<file path="config.mk">
export PLATFORM = sky130hd
export DESIGN_NAME = z_run_logger
export DESIGN_NICKNAME = d
export VERILOG_FILES = /design/src/rtl/z_log_pkg.sv /design/src/rtl/sync_fifo.sv /design/src/rtl/z_run_logger.sv
export SDC_FILE = /design/constraint.sdc
export NUM_CORES = 1
export LEC_CHECK = 0
export ABC_CLOCK_PERIOD_IN_PS = 3150
export CAP_MARGIN = 20
export CORE_MARGIN = 10
export CORE_UTILIZATION = 58
export DETAILED_ROUTE_END_ITERATION = 12
export PLACE_DENSITY = 0.86
export SYNTH_ARGS = -nofsm -noshare
export SYNTH_HDL_FRONTEND = slang
export SYNTH_HIERARCHICAL = 1
export SYNTH_SLANG_ARGS = --single-unit
</file>
<file path="constraint.sdc">
create_clock -name clk -period 3.15 [get_ports clk]
set_input_delay 0.63 -clock clk [delete_from_list [all_inputs] [get_ports clk]]
set_output_delay 0.63 -clock clk [all_outputs]
set_load 0.05 [all_outputs]
</file>
<file path="src/rtl/z_log_pkg.sv">
// Shared types and defaults for the z run logger: record layout, widths and
// the run-length saturation value.
package z_log_pkg;
  localparam int TS_W_DEF  = 8;
  localparam int LEN_W_DEF = 8;
  localparam int DEPTH_DEF = 4;

  typedef struct packed {
    logic [TS_W_DEF-1:0]  ts;
    logic [LEN_W_DEF-1:0] len;
  } z_rec_t;

  localparam logic [LEN_W_DEF-1:0] LEN_MAX = '1;
endpackage

</file>
<file path="src/rtl/sync_fifo.sv">
// First-word-fall-through FIFO with occupancy count; a push into a full FIFO
// succeeds when a pop happens in the same cycle, otherwise it is reported as drop.
module sync_fifo #(
  parameter int DATA_W = 16,
  parameter int DEPTH  = 4
) (
  input  logic                     clk,
  input  logic                     rst,
  input  logic                     push,
  input  logic [DATA_W-1:0]        push_data,
  input  logic                     pop_req,
  output logic [DATA_W-1:0]        head,
  output logic                     valid,
  output logic [$clog2(DEPTH):0]   count,
  output logic                     drop
);
  localparam int AW = $clog2(DEPTH);
  localparam logic [AW:0] FULL_CNT = (AW+1)'(DEPTH);

  logic [DATA_W-1:0] mem_q [DEPTH];
  logic [DATA_W-1:0] mem_d [DEPTH];
  logic [AW-1:0]     wr_q, wr_d, rd_q, rd_d;
  logic [AW:0]       cnt_q, cnt_d;
  logic              pop, push_ok;

  always_comb begin
    valid   = (cnt_q != '0);
    pop     = pop_req && valid;
    push_ok = push && ((cnt_q != FULL_CNT) || pop);
    drop    = push && !push_ok;
    mem_d   = mem_q;
    wr_d    = wr_q;
    rd_d    = rd_q;
    if (push_ok) begin
      mem_d[wr_q] = push_data;
      wr_d        = wr_q + 1'b1;
    end
    if (pop) rd_d = rd_q + 1'b1;
    cnt_d = cnt_q + {{AW{1'b0}}, push_ok} - {{AW{1'b0}}, pop};
    head  = valid ? mem_q[rd_q] : '0;
  end

  assign count = cnt_q;

  always_ff @(posedge clk or posedge rst) begin
    if (rst) begin
      for (int i = 0; i < DEPTH; i++) mem_q[i] <= '0;
      wr_q  <= '0;
      rd_q  <= '0;
      cnt_q <= '0;
    end else begin
      mem_q <= mem_d;
      wr_q  <= wr_d;
      rd_q  <= rd_d;
      cnt_q <= cnt_d;
    end
  end
endmodule

</file>
<file path="src/rtl/z_run_logger.sv">
// Timestamps each z-high run, measures its length and queues {start ts, length}
// records in a FWFT FIFO drained over a valid/ready port.
module z_run_logger
  import z_log_pkg::*;
#(
  parameter int TS_W  = TS_W_DEF,
  parameter int LEN_W = LEN_W_DEF,
  parameter int DEPTH = DEPTH_DEF
) (
  input  logic                     clk,
  input  logic                     rst,
  input  logic                     z,
  input  logic                     in_idle,
  output logic                     rec_valid,
  input  logic                     rec_ready,
  output logic [TS_W-1:0]          rec_ts,
  output logic [LEN_W-1:0]         rec_len,
  output logic [$clog2(DEPTH):0]   fifo_count,
  output logic                     overflow,
  output logic [7:0]               drop_cnt,
  output logic                     protocol_err
);
  function automatic logic [LEN_W-1:0] sat_inc_len(input logic [LEN_W-1:0] v);
    return (v == '1) ? v : v + 1'b1;
  endfunction

  function automatic logic [7:0] sat_inc_cnt(input logic [7:0] v);
    return (v == 8'hFF) ? v : v + 8'd1;
  endfunction

  logic [TS_W-1:0]  ts_q, ts_d, run_ts_q, run_ts_d;
  logic [LEN_W-1:0] run_len_q, run_len_d;
  logic             z_q, z_d, overflow_q, overflow_d, prot_err_q, prot_err_d;
  logic [7:0]       drop_cnt_q, drop_cnt_d;
  logic             push, drop;
  logic [TS_W+LEN_W-1:0] head;

  always_comb begin
    ts_d       = ts_q + 1'b1;
    z_d        = z;
    run_ts_d   = run_ts_q;
    run_len_d  = run_len_q;
    push       = z_q && !z;
    if (z && !z_q) begin
      run_ts_d  = ts_q;
      run_len_d = LEN_W'(1);
    end else if (z && z_q) begin
      run_len_d = sat_inc_len(run_len_q);
    end
    overflow_d = overflow_q | drop;
    drop_cnt_d = drop ? sat_inc_cnt(drop_cnt_q) : drop_cnt_q;
    prot_err_d = prot_err_q | (z & in_idle);
  end

  sync_fifo #(.DATA_W(TS_W + LEN_W), .DEPTH(DEPTH)) u_fifo (
    .clk       (clk),
    .rst       (rst),
    .push      (push),
    .push_data ({run_ts_q, run_len_q}),
    .pop_req   (rec_ready),
    .head      (head),
    .valid     (rec_valid),
    .count     (fifo_count),
    .drop      (drop)
  );

  assign {rec_ts, rec_len} = head;
  assign overflow          = overflow_q;
  assign drop_cnt          = drop_cnt_q;
  assign protocol_err      = prot_err_q;

  always_ff @(posedge clk or posedge rst) begin
    if (rst) begin
      ts_q       <= '0;
      z_q        <= 1'b0;
      run_ts_q   <= '0;
      run_len_q  <= '0;
      overflow_q <= 1'b0;
      drop_cnt_q <= '0;
      prot_err_q <= 1'b0;
    end else begin
      ts_q       <= ts_d;
      z_q        <= z_d;
      run_ts_q   <= run_ts_d;
      run_len_q  <= run_len_d;
      overflow_q <= overflow_d;
      drop_cnt_q <= drop_cnt_d;
      prot_err_q <= prot_err_d;
    end
  end
endmodule

</file>
# Word-level counts from Yosys, hierarchy flattened
# Cells that the tools add are included.
# totals
regBits	106
latch_bits	0
mem_bits_rw	0
mem_bits_ro	0
input_bits	5
memories	0
# op_classes
n_addsub	7
mul	0
div	0
order_cmp	3
eq_ne	4
shift	0
mux	10
bitwise	6
reduce_logical	15
# op_table
cell	n
bitwise mux 64 bit	1
2-to-1 mux 16 bit	4
binary-select mux 16 bit (select 2 bit)	1
demux 16 bit (select 2 bit)	1
adder 8 x 1 -> 8 bit (second input constant)	3
2-to-1 mux 8 bit	3
== test 8 bit (second input constant)	2
logical AND 1 bit	7
greater-or-equal comparator 3 bit (second input constant)	2
inverter 2 -> 3 bit	2
adder 2 x 1 -> 2 bit (second input constant)	2
AND reduction 2 bit	2
adder 3 x 1 -> 3 bit	1
logical NOT 1 bit	3
< comparator 3 x 1 -> 1 bit (second input constant)	1
!= test 3 bit (second input constant)	1
nonzero test 3 bit	1
subtractor 3 x 1 -> 3 bit	1
!= test 2 bit (second input constant)	1
OR 1 bit	2
nonzero test 2 bit	1
AND 1 bit	1
logical OR 1 bit	1
inverter 1 bit	1

# Logic depth before layout (Yosys ltp)
# depth
depth_word	7
mapped_depth	10
depth_no_buf	10

# Cells and area by module
# The synthesis kept the hierarchy.
# by_module_without_submodules
module	n_inst	cells_each	area_per_inst_um2	seq_area_each_um2
sync_fifo	1	210	3295.7	1776.7
z_run_logger	1	147	1590.3	875.8

# Worst setup path after synthesis
# No wires, ideal clock.
# synth_path
path_type	register to output
start	register u_fifo.cnt_q[1], in the netlist u_fifo/count[1]
end	output port rec_len[3]
t_arrival_ps	2231
t_required_ps	2520
slack_ps	289
stages_incl_launch_ff	5
n_path_buf	2
path_cell_list	dfrtp_1 -> or3_1 -> clkbuf_1 -> clkbuf_1 -> and2_1
# synth_via
elab_chain_cells	2
# synth_rtl
item	line	text
start: declaration	sync_fifo.sv:23	logic [AW:0] cnt_q, cnt_d;
start signal: assignment	sync_fifo.sv:55	cnt_q <= cnt_d;
nonzero test 3 bit	sync_fifo.sv:27	valid = (cnt_q != '0);
via rec_valid	z_run_logger.sv:14	output logic rec_valid,
2-to-1 mux 16 bit	sync_fifo.sv:40	head = valid ? mem_q[rd_q] : '0;
end: declaration	z_run_logger.sv:17	output logic [LEN_W-1:0] rec_len,
# The timed path passes the listed nets, and every way through them passes these cells.

# Final worst setup path
# layout_path
start	register u_fifo.cnt_q[1], in the netlist u_fifo/count[1]
end	output port rec_valid
# layout_via
elab_chain_cells	1
# layout_rtl
item	line
nonzero test 3 bit	sync_fifo.sv:27
end: declaration	z_run_logger.sv:14
# No other way between the ends.

==> results.txt <==
Status - completed
Total stage count of the critical path - 2
Hold WS - 468 ps
Top delay family on crit path - buffers and inverters
Clock latency on the worst-skew pair - 370 ps
Via/cell ratio - 5.78
Fin crit period - 2890 ps
Syn_nets - 372
Critical Path RT - 2520 ps
Most common cell after layout, fill and taps aside - dfrtp_1
Met2 Use GR - 0.271
Area grow syn2layout - 14.1%
Synth Instances - 357
Clk_skew - 16.4 ps
Share of layout cells above drive strength 1 - 0.350
Tot GR Track Use - 0.159
Power Density - 854 nW/um^2
Most frequent cells in the layout - 106 x dfrtp_1, 67 x mux2_2, 33 x buf_4
Synth area leader - dfrtp_1
Placeable core area - 8220 um^2
Worst-path cell chain - or3_1 -> clkdlybuf4s50_1
Final hold vios - 0
Worst path slowest cell - clkdlybuf4s50_1
Cells on Worst Hold Path - 1
H-Tree Depth - 3
Post-route DRC - 0
Slew margin rel. - 0.561
Nets - 422
Critical Path Fanout Max - 11
Routed via count - 2987
# diodes - 0
Ys Warns - 6
Iter 0 DRT Violations - 147
First-pass DRT Iterations - 4
Fmax - 0.346 GHz
Final WL - 9.62 mm
First-pass GRT wire length - 16.3 mm
Setup_tns - 0 ps
Die X - 112 um
Synthesized cell area - 4890 um^2
Area of the die - 12500 um^2
Dpl hpwl - 6.84 mm
Total grt overflow - 0
Crit end category - output pin
Final ANT Viol Nets - 0
Post-synth ARST share - 1.00
Height of the die - 112 um
Wire per inst - 18.6 um
Reg2reg path depth - 9
Leak - 2.57 nW
CTS tree - yes
Worst-path clk slew - 100 ps
CTS buffer count - 9
RSZ-0062 raised after global routing - no
Port bufs - 34
Final setup vio count - 0
Sink Count - 106
CP startpoint kind - flop
Initial core utilization - 0.595
Yosys top cell area share - 0.543
Seq/Total Area, Yosys - 0.543
Post_cts resized - 0
Gr busiest metal - met2
Syn_area_per_cell - 13.7 um^2
Global routing usage on met1 - 0.188
Final RePlAce weighted congestion - 0.861
Clock tree buffer depth - 2
M3 GR Usage - 0.0435
Initial antenna violation count - 0
Ys flop type - dfrtp_1
Max Cap Viol - 0
CTS root buf - clkbuf_8
Crit path buf inv count - 1
Setup CP Type - reg -> out
Pin count of the biggest net entering global routing - 30
Top Ports - 35
Synthesized flop and latch total - 106
Netlist cell types - 47
Rows - 33
Hold bufs inserted after CTS - 0
Max VDD drop - 709 uV
Hold Path Class - reg -> reg
Period utilization - 0.919
Vias in the first global route - 3182
Slew @ Worst Pin - 659 ps
Post-synth EDFFs - 0
Slowest stage delay, CP - 810 ps
Fin. max-slew vios - 0
Crit path DAT - 2260 ps
Post-CTS Setup Inserts - 0
Synth area leaders - dfrtp_1 54%, mux2_2 15%, mux4_2 7.4%
## kinds of logic after synthesis
group | Yosys count | synth area share
simple gates | 89 | 0.104
flops | 106 | 0.543
mux | 85 | 0.233
xor+xnor | 12 | 0.0215
buf+inv | 27 | 0.0279
fa+ha+maj | 10 | 0.0271
compound gates | 28 | 0.0430
## final cells by class
type | count | area (um^2)
Clock buffer | 11 | 131
Clock inverter | 5 | 62.6
Fill cell | 585 | 2640
Inverter | 14 | 52.6
Multi-Input combinational cell | 224 | 2100
Sequential cell | 106 | 2650
Tap cell | 105 | 131
Timing Repair Buffer | 52 | 448
## sequential cells by signal, indices dropped and copies added, names as in the netlist
name,cells
u_fifo/count,3
u_fifo/rd_q,2
run_len_q,8
run_ts_q,8
u_fifo/wr_q,2
drop_cnt,8
z_q,1
u_fifo/mem_q,64
overflow,1
protocol_err,1
ts_q,8
## stage by stage
stage	total power [mW]	instances	area [um^2]	util	worst slack, ps
finish	4.76	517	5580	0.679	257
detailed placement	3.98	501	5380	0.655	204
global route	5.02	517	5580	0.679	191
floorplan	3.39	357	4890	-	289
CTS	4.82	517	5580	0.679	232
global placement	3.90	501	5380	0.655	315
## power by group
part | switching, mW | total, mW | leakage [nW] | internal, mW
Combinational | 1.08 | 1.97 | 1.11 | 0.885
Sequential | 0.281 | 1.97 | 1.37 | 1.69
Clock | 0.454 | 0.827 | 0.0901 | 0.373
Total | 1.82 | 4.76 | 2.57 | 2.95
## per-layer routing
layer	vias to the layer above	routed length, um	part of all wire
met4	0	126	0.013
met3	12	405	0.042
met1	1535	4200	0.44
met2	63	4890	0.51
li1	1377	-	-
met5	-	0	0
## Yosys cell counts (3+ instances only)
library cell	instances
and2_1	19
mux2_2	67
inv_1	14
a31oi_1	5
xor2_1	3
mux4_2	16
buf_6	4
nand3_1	7
dfrtp_1	106
clkbuf_1	5
and3_1	3
xnor2_1	9
o21ai_0	5
nor2_2	4
nor2_1	3
o31ai_1	4
nand2_1	32
buf_2	4
ha_1	9
a21oi_1	3
nand4_1	4
## path summary, 6_finish.rpt
path | from | endpoint | slack (ps)
setup / recovery | u_fifo/count[1]$_DFF_PP0_ | rec_valid | 260
hold / removal | protocol_err$_DFF_PP0_ | protocol_err$_DFF_PP0_ | 470
setup reg to reg | u_fifo/count[1]$_DFF_PP0_ | u_fifo/count[2]$_DFF_PP0_ | 460
hold reg to reg | protocol_err$_DFF_PP0_ | protocol_err$_DFF_PP0_ | 470
max in group asynchronous | rst | u_fifo/rd_q[0]$_DFFE_PP0P_ | 1790
min in group asynchronous | rst | protocol_err$_DFF_PP0_ | 600
No activity file was read; power rests on OpenSTA's default activity.
